==> src/rtl/spi_reg_pkg.sv <==
// spi_reg_pkg: shared state encoding and frame layout constants for the SPI register bridge
package spi_reg_pkg;
    typedef enum logic [2:0] {IDLE, CMD, RD_ISSUE, RD_WAIT, DATA, COMMIT, DONE} state_t;
    localparam int CMD_RW_BIT = 7;
    localparam int CMD_RSVD_BIT = 6;
    localparam int FRAME_BITS = 16;
endpackage

==> src/rtl/spi_sync_edge.sv <==
// spi_sync_edge: synchronizes the SPI pins into the system clock and detects sclk/cs_n edges
module spi_sync_edge #(
    parameter int SYNC_STAGES = 2
) (
    input  logic clock,
    input  logic reset,
    input  logic sclk,
    input  logic cs_n,
    input  logic mosi,
    output logic sclk_rise,
    output logic sclk_fall,
    output logic cs_fall,
    output logic cs_rise,
    output logic mosi_s
);
    // Index SYNC_STAGES is the previous synchronized sample used for edge detection.
    logic [SYNC_STAGES:0] sclk_q, cs_q;
    logic [SYNC_STAGES-1:0] mosi_q;

    always_ff @(posedge clock) begin
        if (reset) begin
            sclk_q <= '0;
            cs_q <= '1;
            mosi_q <= '0;
        end else begin
            sclk_q <= {sclk_q[SYNC_STAGES-1:0], sclk};
            cs_q <= {cs_q[SYNC_STAGES-1:0], cs_n};
            mosi_q <= {mosi_q[SYNC_STAGES-2:0], mosi};
        end
    end

    assign sclk_rise = sclk_q[SYNC_STAGES-1] & ~sclk_q[SYNC_STAGES];
    assign sclk_fall = ~sclk_q[SYNC_STAGES-1] & sclk_q[SYNC_STAGES];
    assign cs_rise = cs_q[SYNC_STAGES-1] & ~cs_q[SYNC_STAGES];
    assign cs_fall = ~cs_q[SYNC_STAGES-1] & cs_q[SYNC_STAGES];
    assign mosi_s = mosi_q[SYNC_STAGES-1];
endmodule

==> src/rtl/spi_reg_bridge.sv <==
// spi_reg_bridge: SPI mode-0 target turning 16-bit host frames into register-file reads and writes
module spi_reg_bridge
    import spi_reg_pkg::*;
#(
    parameter int SYNC_STAGES = 2,
    parameter int ADDR_W = 6,
    parameter int DATA_W = 8
) (
    input  logic              clock,
    input  logic              reset,
    input  logic              spi_sclk,
    input  logic              spi_cs_n,
    input  logic              spi_mosi,
    output logic              spi_miso,
    output logic              spi_miso_oe,
    output logic [ADDR_W-1:0] address,
    output logic              write_en,
    output logic [DATA_W-1:0] wr_data,
    output logic              read_en,
    input  logic [DATA_W-1:0] rd_data,
    output logic              frame_error,
    output logic              busy
);
    localparam logic [3:0] CMD_LAST = 4'(FRAME_BITS - DATA_W - 1);
    localparam logic [3:0] DATA_LAST = 4'(FRAME_BITS - 1);

    state_t state;
    logic sclk_rise, sclk_fall, cs_fall, cs_rise, mosi_s;
    logic [3:0] cnt;
    logic [DATA_W-1:0] sr, miso_sr, shifted;
    logic [7:0] cmd;
    logic rw, overrun;

    spi_sync_edge #(.SYNC_STAGES(SYNC_STAGES)) u_sync (
        .clock(clock),
        .reset(reset),
        .sclk(spi_sclk),
        .cs_n(spi_cs_n),
        .mosi(spi_mosi),
        .sclk_rise(sclk_rise),
        .sclk_fall(sclk_fall),
        .cs_fall(cs_fall),
        .cs_rise(cs_rise),
        .mosi_s(mosi_s)
    );

    assign shifted = {sr[DATA_W-2:0], mosi_s};
    assign cmd = shifted[7:0];

    always_ff @(posedge clock) begin
        if (reset) begin
            state <= IDLE;
            cnt <= '0;
            sr <= '0;
            miso_sr <= '0;
            rw <= 1'b0;
            overrun <= 1'b0;
            address <= '0;
            wr_data <= '0;
            write_en <= 1'b0;
            read_en <= 1'b0;
            frame_error <= 1'b0;
            busy <= 1'b0;
            spi_miso_oe <= 1'b0;
            spi_miso <= 1'b0;
        end else begin
            write_en <= 1'b0;
            read_en <= 1'b0;
            frame_error <= 1'b0;
            // A CS rise outranks any sclk edge seen in the same cycle.
            if (cs_rise && state != IDLE) begin
                state <= IDLE;
                busy <= 1'b0;
                spi_miso_oe <= 1'b0;
                spi_miso <= 1'b0;
                frame_error <= state != DONE;
            end else begin
                case (state)
                    IDLE: if (cs_fall) begin
                        state <= CMD;
                        cnt <= '0;
                        miso_sr <= '0;
                        overrun <= 1'b0;
                        busy <= 1'b1;
                        spi_miso_oe <= 1'b1;
                        spi_miso <= 1'b0;
                    end
                    CMD: if (sclk_rise) begin
                        sr <= shifted;
                        cnt <= cnt + 4'd1;
                        if (cnt == CMD_LAST) begin
                            address <= cmd[ADDR_W-1:0];
                            // A reserved-bit command becomes a read that returns zeros without touching the register file.
                            rw <= cmd[CMD_RW_BIT] | cmd[CMD_RSVD_BIT];
                            frame_error <= cmd[CMD_RSVD_BIT];
                            state <= (cmd[CMD_RW_BIT] && !cmd[CMD_RSVD_BIT]) ? RD_ISSUE : DATA;
                        end
                    end
                    RD_ISSUE: begin
                        read_en <= 1'b1;
                        state <= RD_WAIT;
                    end
                    RD_WAIT: if (!read_en) begin
                        miso_sr <= rd_data;
                        state <= DATA;
                    end
                    DATA: if (sclk_rise) begin
                        sr <= shifted;
                        cnt <= cnt + 4'd1;
                        if (cnt == DATA_LAST) begin
                            if (!rw) wr_data <= shifted;
                            state <= rw ? DONE : COMMIT;
                        end
                    end else if (sclk_fall) begin
                        spi_miso <= miso_sr[DATA_W-1];
                        miso_sr <= {miso_sr[DATA_W-2:0], 1'b0};
                    end
                    COMMIT: begin
                        write_en <= 1'b1;
                        state <= DONE;
                    end
                    DONE: if (sclk_rise && !overrun) begin
                        frame_error <= 1'b1;
                        overrun <= 1'b1;
                    end
                    default: state <= IDLE;
                endcase
            end
        end
    end
endmodule
==> config.mk <==
export PLATFORM = sky130hd
export DESIGN_NAME = spi_reg_bridge
export DESIGN_NICKNAME = d
export VERILOG_FILES = /design/src/rtl/spi_reg_pkg.sv /design/src/rtl/spi_sync_edge.sv /design/src/rtl/spi_reg_bridge.sv
export SDC_FILE = /design/constraint.sdc
export NUM_CORES = 1
export LEC_CHECK = 0
export CAP_MARGIN = 25
export CORE_AREA = 2 2 79 81
export CTS_BUF_LIST = sky130_fd_sc_hd__clkbuf_4 sky130_fd_sc_hd__clkbuf_8
export DETAILED_ROUTE_END_ITERATION = 10
export DIE_AREA = 0 0 81 83
export GPL_TIMING_DRIVEN = 0
export SLEW_MARGIN = 20
export SYNTH_ARGS = -nofsm -noshare
export SYNTH_HDL_FRONTEND = slang
export SYNTH_HIERARCHICAL = 1
export SYNTH_SLANG_ARGS = --single-unit
==> constraint.sdc <==
create_clock -name clock -period 5.3 [get_ports clock]
set_clock_uncertainty 0.15 [all_clocks]
set_input_delay 0.795 -clock clock [delete_from_list [all_inputs] [get_ports clock]]
set_output_delay 0.795 -clock clock [all_outputs]
set_load 0.02 [all_outputs]
==> results of run 1 <==
-- final cells by class --
type                    instances  area (um^2)  area share
multi-input cells             155         1100       0.391
flip-flops and latches         51         1020       0.364
repair buffers                 32          320       0.114
plain buffers                  19          109      0.0388
well taps                      75         93.8      0.0334
clock buffers                   5         68.8      0.0245
inverters                      13         48.8      0.0174
clock inverters                 3         47.5      0.0169
-- placed cells by master, fill, tap and decap left out, types with 4 or more instances in the layout --
| cell type | netlist | layout |
|---|---|---|
| buf_2 | 6 | 6 |
| inv_1 | 13 | 13 |
| mux2i_1 | 22 | 22 |
| a311oi_1 | 9 | 9 |
| nor2b_1 | 10 | 10 |
| clkbuf_1 | 7 | 7 |
| o21ai_0 | 7 | 7 |
| a21oi_1 | 7 | 7 |
| and4bb_2 | 4 | 4 |
| nand2_1 | 9 | 9 |
| clkdlybuf4s50_1 | 0 | 32 |
| a222oi_1 | 7 | 7 |
| clkbuf_8 | 0 | 5 |
| buf_4 | 4 | 4 |
| dfxtp_1 | 51 | 51 |
| nor2_1 | 31 | 31 |
| a22oi_1 | 4 | 4 |
-- power by group through the flow --
stage / combinational (mW) / clock [mW] / sequential [mW]
after floorplan: 0.236 / 0 / 0.436
after global placement: 0.315 / 0 / 0.437
after detailed placement: 0.313 / 0 / 0.437
after CTS: 0.317 / 0.289 / 0.428
after global routing: 0.354 / 0.303 / 0.433
final: 0.318 / 0.280 / 0.428
-- metrics by stage --
stage / instance area (um^2) / setup WS (ns)
3_3_place_gp: 2690 / 2.50
3_5_place_dp: 2690 / 2.48
2_1_floorplan: 2280 / 3.36
4_1_cts: 2810 / 2.83
6_report: 2810 / 2.85
5_1_grt: 2810 / 2.69
-- cell families after synthesis --
group                    Yosys count  synth area share
buffers and inverters             32            0.0692
AO/OA/AOI/OAI                     46             0.153
AND/OR/NAND/NOR                   85             0.223
XOR/XNOR                           1           0.00385
adder cells (fa/ha/maj)            1           0.00549
multiplexers                      22            0.0967
flip-flops                        51             0.448
-- how the worst min path moves through the flow --
stage,from,to,slack (ns),cells after the start
after floorplan,u_sync/cs_q[0],u_sync/cs_q[1],0.23,1
after global placement,u_sync/cs_q[0],u_sync/cs_q[1],0.24,1
after detailed placement,u_sync/cs_q[0],u_sync/cs_q[1],0.24,1
after CTS,u_sync/cs_q[0],u_sync/cs_q[1],0.27,1
after global routing,u_sync/cs_q[0],u_sync/cs_q[1],0.29,1
final,u_sync/cs_q[0],u_sync/cs_q[1],0.26,1
-- metal layers --
layer | routed length, um | vias to the layer above | global-route usage
met3 | 279 | 6 | 0.0402
met1 | 2480 | 859 | 0.230
met4 | 68 | 0 | 0.0539
met2 | 2210 | 44 | 0.235
met5 | 0 | - | 0
li1 | - | 931 | -
-- worst max-delay path, cell delays in order --
cell	delay, ns
clkdlybuf4s50_1	0.66
clkbuf_1	0.43
clkbuf_1	0.49
a311oi_1	0.09
-- registers in the layout (all words and copies together), names as in the netlist --
| name | flops |
|---|---|
| address | 6 |
| wr_data | 8 |
| read_en | 1 |
| u_sync/mosi_q | 2 |
| spi_miso | 1 |
| write_en | 1 |
| cnt | 4 |
| u_sync/cs_q | 3 |
| busy | 1 |
| overrun | 1 |
| state | 3 |
| u_sync/sclk_q | 3 |
| rw | 1 |
| miso_sr | 8 |
| frame_error | 1 |
| sr | 7 |
==> flow_metrics.env, run 1 <==
export IMPL_status="completed"
export IMPL_rsz0062_at_grt="no"
export IMPL_grt_usage=0.161
export IMPL_synthCells=238
export IMPL_crit_end="miso_sr[7]"
export IMPL_r2r_end="frame_error"
export IMPL_cts_setup_buffers=0
export IMPL_maxCapViolCount=0
export IMPL_startpoint_type="input port"
export IMPL_total_power_mw=1.03
export IMPL_dp_hpwl_um=3320
export IMPL_r2r_cells=6
export IMPL_area_delta_synth_final_pct=23.3
export IMPL_syn_nets=252
export IMPL_cp_end_kind="flip-flop"
export IMPL_period_share=0.462
export IMPL_antenna_found_initial=0
export IMPL_netlist_area_mm2=0.00228
export IMPL_ys_types=46
export IMPL_hold_violations=0
export IMPL_clock_fmax_mhz=409
export IMPL_swShare=0.337
export IMPL_wirelength_um=5040
export IMPL_synth_largest_area_cell="dfxtp_1"
export IMPL_power_frac_clock=0.273
export IMPL_placed_cells_incl_taps=345
export IMPL_htreeDepth=2
export IMPL_crit_required_ns=5.32
export IMPL_place_congestion=0.895
export IMPL_cts_num_sinks=51
export IMPL_root_buffer="clkbuf_8"
export IMPL_cts_clk_slew_worst_paths_ns=0.09
export IMPL_synth_area_leaders="dfxtp_1 (45%), mux2i_1 (9.7%), nor2_1 (5.1%), a311oi_1 (3.5%), a222oi_1 (3.1%)"
export IMPL_die_w_um=81
export IMPL_numCtsBuffers=5
export IMPL_ir_drop_v=0.000187
export IMPL_yosysTopAreaCellShare=0.448
export IMPL_grt_pass1_wl_um=8640
export IMPL_async_flop_share=0
export IMPL_syn_avg_cell_area_um2=9.57
export IMPL_core_mm2=0.00582
export IMPL_ys_ff_latch=51
export IMPL_synth_edf_count=0
export IMPL_worst_setup_path_type="input port to flip-flop"
export IMPL_drt_iter0_drc=106
export IMPL_cts_hold_buf=0
export IMPL_drc=0
export IMPL_grt_ovfl_total=0
export IMPL_synth_flop_cell="dfxtp_1"
export IMPL_ios=33
export IMPL_seq_power_share=0.417
export IMPL_dieArea_mm2=0.00672
export IMPL_die_h_um=83
export IMPL_fin_crit_ns=2.45
export IMPL_finalNonFillerCells=353
export IMPL_ys_seq_area_frac=0.448
export IMPL_ant_nets=0
export IMPL_setup_viol_count_final=0
export IMPL_cts_tree="done"
export IMPL_drtPass1Iterations=6
export IMPL_yosys_cell_count_top_type="dfxtp_1"
export IMPL_switchingPower_mw=0.346
export IMPL_power_density_mw_per_mm2=366
export IMPL_rrSetupSlack_ns=2.93
export IMPL_worstPathArrival_ns=2.47
export IMPL_hold_path_class="flip-flop to flip-flop"
export IMPL_clock_latency_ns=0.31
export IMPL_final_core_util=0.483
export IMPL_layout_drive_gt1_share=0.112
export IMPL_yosysWarnings=6
export IMPL_rows=28
export IMPL_crit_start="reset"
export IMPL_clk_path_buf_depth=2
export IMPL_tns_ns=0
export IMPL_antennaDiodeCount=0
export IMPL_initial_core_util=0.392
export IMPL_portBuffers=32
export IMPL_slew_limit_headroom=0.608
export IMPL_nNetsFinal=291
export IMPL_maxSlewViolCount=0
export IMPL_dr_total_vias=1840
export IMPL_leakagePower_nw=1.06
export IMPL_grt_pass1_vias=1741
export IMPL_critPathMaxFanout=10
export IMPL_cts_resized=0
export IMPL_final_fill_count=592
export IMPL_power_internal_mw=0.681
export IMPL_timing_rr_start="u_sync/sclk_q[1]"
export IMPL_p_comb_frac=0.310
export IMPL_hold_ws_ns=0.263
export IMPL_worstMarginPinSlew_ns=0.587
export IMPL_synth_common_cells="dfxtp_1 (51), nor2_1 (31), mux2i_1 (22), inv_1 (13), nor2b_1 (10)"
export IMPL_wl_per_cell_um=14.3
export IMPL_viasPerCell=5.21
export IMPL_grt_max_degree=18
Power figures use the tool's default switching activity.
==> run 2, diff against run 1 <==
==> constraint.sdc (replaced) <==
create_clock -name clock -period 2.3 [get_ports clock]
set_clock_uncertainty 0.15 [all_clocks]
set_input_delay 0.345 -clock clock [delete_from_list [all_inputs] [get_ports clock]]
set_output_delay 0.345 -clock clock [all_outputs]
set_load 0.02 [all_outputs]
==> run 2 against run 1 <==
Effect of this change: sequential power up 130%; clock-buffer cell count did not move; setup slack got worse by 2.7 ns; register-to-register slack worse by 2.8 ns; sequential share of layout area down 0.097 points; first-iteration DRC count stayed put; non-clock buffer count did not move; via count increased by 0.16%; die area stayed put; largest power group unchanged; cell count unchanged; hold slack hardly changed.
==> flow_metrics.env, run 2 (synthesis gave the netlist of run 1 again) <==
export IMPL_status="completed"
export IMPL_grt_ovfl_total=0
export IMPL_nNetsFinal=291
export IMPL_dp_hpwl_um=3320
export IMPL_dr_total_vias=1843
export IMPL_hold_path_class="flip-flop to flip-flop"
export IMPL_grt_max_degree=18
export IMPL_antennaDiodeCount=0
export IMPL_grt_pass1_wl_um=8670
export IMPL_rsz0062_at_grt="no"
export IMPL_fin_crit_ns=2.12
export IMPL_initial_core_util=0.392
export IMPL_die_w_um=81
export IMPL_hold_ws_ns=0.263
export IMPL_clk_path_buf_depth=2
export IMPL_rrSetupSlack_ns=0.18
export IMPL_layout_commonest_cell="dfxtp_1"
export IMPL_crit_start="u_sync/cs_q[2]"
export IMPL_worstMarginPinSlew_ns=0.556
export IMPL_worstPathArrival_ns=2.15
export IMPL_grt_usage=0.162
export IMPL_hold_violations=0
export IMPL_die_h_um=83
export IMPL_area_delta_synth_final_pct=23.6
export IMPL_crit_required_ns=2.32
export IMPL_slew_limit_headroom=0.627
export IMPL_cts_hold_buf=0
export IMPL_ios=33
export IMPL_leakagePower_nw=1.06
export IMPL_maxCapViolCount=0
export IMPL_drc=0
export IMPL_rows=28
export IMPL_viasPerCell=5.22
export IMPL_core_mm2=0.00582
export IMPL_clock_latency_ns=0.31
export IMPL_cts_num_sinks=51
export IMPL_finalNonFillerCells=353
export IMPL_layout_common_cells="dfxtp_1 (51), clkdlybuf4s50_1 (32), nor2_1 (31)"
export IMPL_worstHoldStart="u_sync/cs_q[0]"
export IMPL_cp_end_kind="flip-flop"
export IMPL_timing_rr_start="u_sync/cs_q[2]"
export IMPL_placed_cell_area_mm2=0.00269
export IMPL_final_core_util=0.484
export IMPL_place_congestion=0.895
export IMPL_portBuffers=32
export IMPL_htreeDepth=2
export IMPL_setup_viol_count_final=0
export IMPL_total_power_mw=2.37
export IMPL_clock_fmax_mhz=471
export IMPL_wirelength_um=5070
export IMPL_critPathMaxFanout=10
export IMPL_maxSlewViolCount=0
export IMPL_startpoint_type="flip-flop"
export IMPL_drt_iter0_drc=106
export IMPL_ir_drop_v=0.000430
export IMPL_period_share=0.923
export IMPL_dieArea_mm2=0.00672
export IMPL_reg_top3="miso_sr: 8 flops, wr_data: 8 flops, sr: 7 flops"
export IMPL_root_buffer="clkbuf_8"
export IMPL_wl_per_cell_um=14.4
export IMPL_cts_clk_slew_worst_paths_ns=0.09
export IMPL_drtPass1Iterations=6
export IMPL_grt_pass1_vias=1750
export IMPL_worst_setup_path_type="flip-flop to flip-flop"
export IMPL_ant_nets=0
export IMPL_antenna_found_initial=0
export IMPL_placed_cells_incl_taps=345
export IMPL_fin_area_mm2=0.00282
export IMPL_numCtsBuffers=5
export IMPL_layout_drive_gt1_share=0.115
export IMPL_power_density_mw_per_mm2=841
export IMPL_cts_tree="done"
-- run 2: metal layers --
metal,vias up,wire [um],global-route usage
li1,934,-,-
met1,843,2480,0.230
met2,59,2190,0.237
met3,7,321,0.0402
met4,0,82,0.0539
met5,-,0,0
-- run 2: layout make-up --
type	instances	area, um^2
Buffer	19	109
Inverter	13	48.8
Clock inverter	3	47.5
Clock buffer	5	68.8
Timing Repair Buffer	32	320
Tap cell	75	93.8
Multi-Input combinational cell	155	1110
Sequential cell	51	1020
Fill cell	589	3000
-- run 2: path summary, 6_finish.rpt --
path,end,depth (start not counted)
hold / removal,u_sync/cs_q[1],1
hold reg to reg,u_sync/cs_q[1],1
setup / recovery,miso_sr[7],6
setup reg to reg,miso_sr[7],6
-- run 2: per-stage QoR --
stage          setup TNS, ns  setup slack, ns
3_3_place_gp          -0.402          -0.0531
6_report                   0            0.177
3_5_place_dp          -0.552          -0.0679
5_1_grt                    0           0.0434
4_1_cts                    0            0.131
2_1_floorplan              0            0.356
-- run 2: what timing repair did --
action                                  4_1_cts  5_1_grt
setup buffers                                 0        0
endpoints found under the setup margin        1        1
gates resized for setup                       1        1
-- run 2: power breakdown --
part / switching [mW] / leakage (nW) / internal [mW] / total, mW
Sequential: 0.0376 / 0.414 / 0.949 / 0.987
Combinational: 0.447 / 0.586 / 0.290 / 0.737
Clock: 0.314 / 0.0587 / 0.330 / 0.644
-- run 2: critical path, stage by stage, from the launching register on --
cell      delay [ns]
dfxtp_1         0.34
nor2b_1         0.43
nor3b_1         0.30
o21ai_2         0.17
buf_2           0.21
a222oi_1        0.30
a311oi_1        0.09
==> run 3, diff against run 2 <==
--- a/config.mk
+++ b/config.mk
@@ -6,10 +6,10 @@
 export NUM_CORES = 1
 export LEC_CHECK = 0
 export CAP_MARGIN = 25
-export CORE_AREA = 2 2 79 81
+export CORE_AREA = 2 2 110 59
 export CTS_BUF_LIST = sky130_fd_sc_hd__clkbuf_4 sky130_fd_sc_hd__clkbuf_8
 export DETAILED_ROUTE_END_ITERATION = 10
-export DIE_AREA = 0 0 81 83
+export DIE_AREA = 0 0 112 61
 export GPL_TIMING_DRIVEN = 0
 export SLEW_MARGIN = 20
 export SYNTH_ARGS = -nofsm -noshare
==> run 3 against run 2 <==
Effect of this change: cell count increased by 0.57%; clock-buffer cell count unchanged; maximum frequency about the same; clock power decreased by 20%; critical path depth unchanged; first-iteration DRC count increased by 29%; global-route usage increased by 0.97 points; sequential share of layout area increased by 0.37 points; sequential cell count unchanged; critical path type unchanged; largest cell class unchanged; largest power group unchanged; highest routed layer unchanged.
==> flow_metrics.env, run 3 (synthesis gave the netlist of run 1 again) <==
export IMPL_root_buffer="clkbuf_8"
export IMPL_rsz0062_at_grt="no"
export IMPL_maxCapViolCount=0
export IMPL_cp_end_kind="flip-flop"
export IMPL_wl_met3_um=321
export IMPL_met2_length_um=2060
export IMPL_ant_nets=0
export IMPL_seq_area_mm2=0.00102
export IMPL_wirelength_um=5450
export IMPL_placed_cell_area_mm2=0.00269
export IMPL_multi_input_comb_area_mm2=0.00110
export IMPL_initial_core_util=0.389
export IMPL_crit_path_top_delay_cell="nor3b_4"
export IMPL_worstPathArrival_ns=2.13
export IMPL_ios=33
export IMPL_cts_tree="done"
export IMPL_hold_violations=0
export IMPL_seq_power_share=0.438
export IMPL_fin_crit_ns=2.12
export IMPL_crit_required_ns=2.31
export IMPL_numCtsBuffers=5
export IMPL_power_internal_mw=1.45
export IMPL_p_comb_frac=0.333
export IMPL_dr_total_vias=1851
export IMPL_drt_iter0_drc=137
export IMPL_worst_setup_path_type="flip-flop to flip-flop"
export IMPL_rows=20
export IMPL_r2r_end="miso_sr[7]"
export IMPL_layout_common_cells="dfxtp_1 (51), clkdlybuf4s50_1 (32), nor2_1 (31)"
export IMPL_place_congestion=0.858
export IMPL_layout_commonest_cell="dfxtp_1"
export IMPL_cts_clk_slew_worst_paths_ns=0.09
export IMPL_grt_ovfl_total=0
export IMPL_clk_path_buf_depth=2
export IMPL_power_frac_clock=0.228
export IMPL_rrSetupSlack_ns=0.18
export IMPL_final_core_util=0.476
export IMPL_final_fill_count=581
export IMPL_status="completed"
export IMPL_startpoint_type="flip-flop"
export IMPL_switchingPower_mw=0.800
export IMPL_placed_cells_incl_taps=347
export IMPL_dp_hpwl_um=3980
export IMPL_setup_viol_count_final=0
export IMPL_dieArea_mm2=0.00683
export IMPL_nNetsFinal=291
export IMPL_grt_usage=0.172
export IMPL_cts_num_sinks=51
export IMPL_die_h_um=61
export IMPL_grt_pass1_wl_um=9070
export IMPL_leakagePower_nw=1.05
export IMPL_wl_per_cell_um=15.4
export IMPL_portBuffers=32
export IMPL_max_stage_delay_ns=0.47
export IMPL_slew_limit_headroom=0.640
export IMPL_critPathMaxFanout=10
export IMPL_dp_slack_ns=-0.0875
export IMPL_wl_met1_um=3060
export IMPL_drc=0
export IMPL_antenna_found_initial=0
export IMPL_clock_latency_ns=0.30
export IMPL_maxSlewViolCount=0
export IMPL_finalNonFillerCells=355
export IMPL_layout_drive_gt1_share=0.119
export IMPL_worstHoldStart="u_sync/cs_q[0]"
export IMPL_drtPass1Iterations=6
export IMPL_tns_ns=0
export IMPL_grt_pass1_vias=1710
export IMPL_worstMarginPinSlew_ns=0.540
export IMPL_area_delta_synth_final_pct=22.4
export IMPL_total_power_mw=2.25
export IMPL_viasPerCell=5.21
export IMPL_period_share=0.923
export IMPL_path_cells="buf_4 > nor3b_4 > nand3b_2 > buf_2 > a222oi_1 > a311oi_1"
export IMPL_antennaDiodeCount=0
export IMPL_whs_path_depth=1
export IMPL_hold_end="u_sync/cs_q[1]"
export IMPL_reg_top3="miso_sr: 8 flops, wr_data: 8 flops, sr: 7 flops"
export IMPL_fin_ws_ns=0.176
export IMPL_ir_drop_v=0.000346
export IMPL_power_density_mw_per_mm2=809
export IMPL_r2r_cells=6
export IMPL_die_w_um=112
export IMPL_hold_path_class="flip-flop to flip-flop"
export IMPL_timing_rr_start="state[2]"
export IMPL_clock_fmax_mhz=471
export IMPL_htreeDepth=2
export IMPL_top_layer="met4"
export IMPL_hold_ws_ns=0.260
export IMPL_grt_max_degree=17
export IMPL_core_mm2=0.00586
export IMPL_fin_area_mm2=0.00279
export IMPL_swShare=0.355
export IMPL_crit_start="state[2]"
run 3: cell count changes in the layout (fill, tap and decap cells not counted):
cell	before	now
clkinv_2	0	2
nor2b_2	0	2
bufinv_16	1	0
clkinv_4	1	0
nor2b_1	9	8
nor2b_4	1	0
run 3: area by class of cell:
type                    instances  area share
multi-input cells             155       0.396
clock buffers                   5      0.0247
plain buffers                  19      0.0391
repair buffers                 32       0.115
clock inverters                 3     0.00674
well taps                      77      0.0346
inverters                      13      0.0175
flip-flops and latches         51       0.366
run 3: worst max-delay path by stage:
stage / to / slack (ns) / cells past startpoint
2_1_floorplan: frame_error / 0.36 / 6
3_3_place_gp: miso_sr[7] / -0.008 / 4
3_5_place_dp: miso_sr[7] / -0.09 / 4
4_1_cts: frame_error / 0.07 / 6
5_1_grt: miso_sr[6] / 0.002 / 6
6_report: miso_sr[7] / 0.18 / 6
run 3: routing by layer:
| layer | track usage | vias up |
|---|---|---|
| li1 | - | 929 |
| met1 | 0.275 | 870 |
| met2 | 0.225 | 50 |
| met3 | 0.0430 | 2 |
| met4 | 0.0383 | 0 |
| met5 | 0 | - |
run 3: power by group through the flow:
stage | Combinational (mW) | Sequential [mW] | Clock [mW]
after floorplan | 0.543 | 1.01 | 0
after global placement | 0.738 | 1.00 | 0
after detailed placement | 0.736 | 1.01 | 0
after CTS | 0.739 | 0.988 | 0.536
after global routing | 0.838 | 0.995 | 0.572
final | 0.751 | 0.988 | 0.515
run 3: timing repair:
action                                  CTS  global route
endpoints found under the setup margin    0             5
buffers inserted                          0             0
hold buffers                              0             0
resized for setup                         0             2
endpoints found under the hold margin     0             0
run 3: worst max-delay path, delay by kind of cell (launching register included):
family / cells / cell delay [ns]
AOI/OAI and AO/OA: 2 / 0.43
and+or+nand+nor: 2 / 0.69
buffers and inverters: 2 / 0.41
DFF: 1 / 0.32
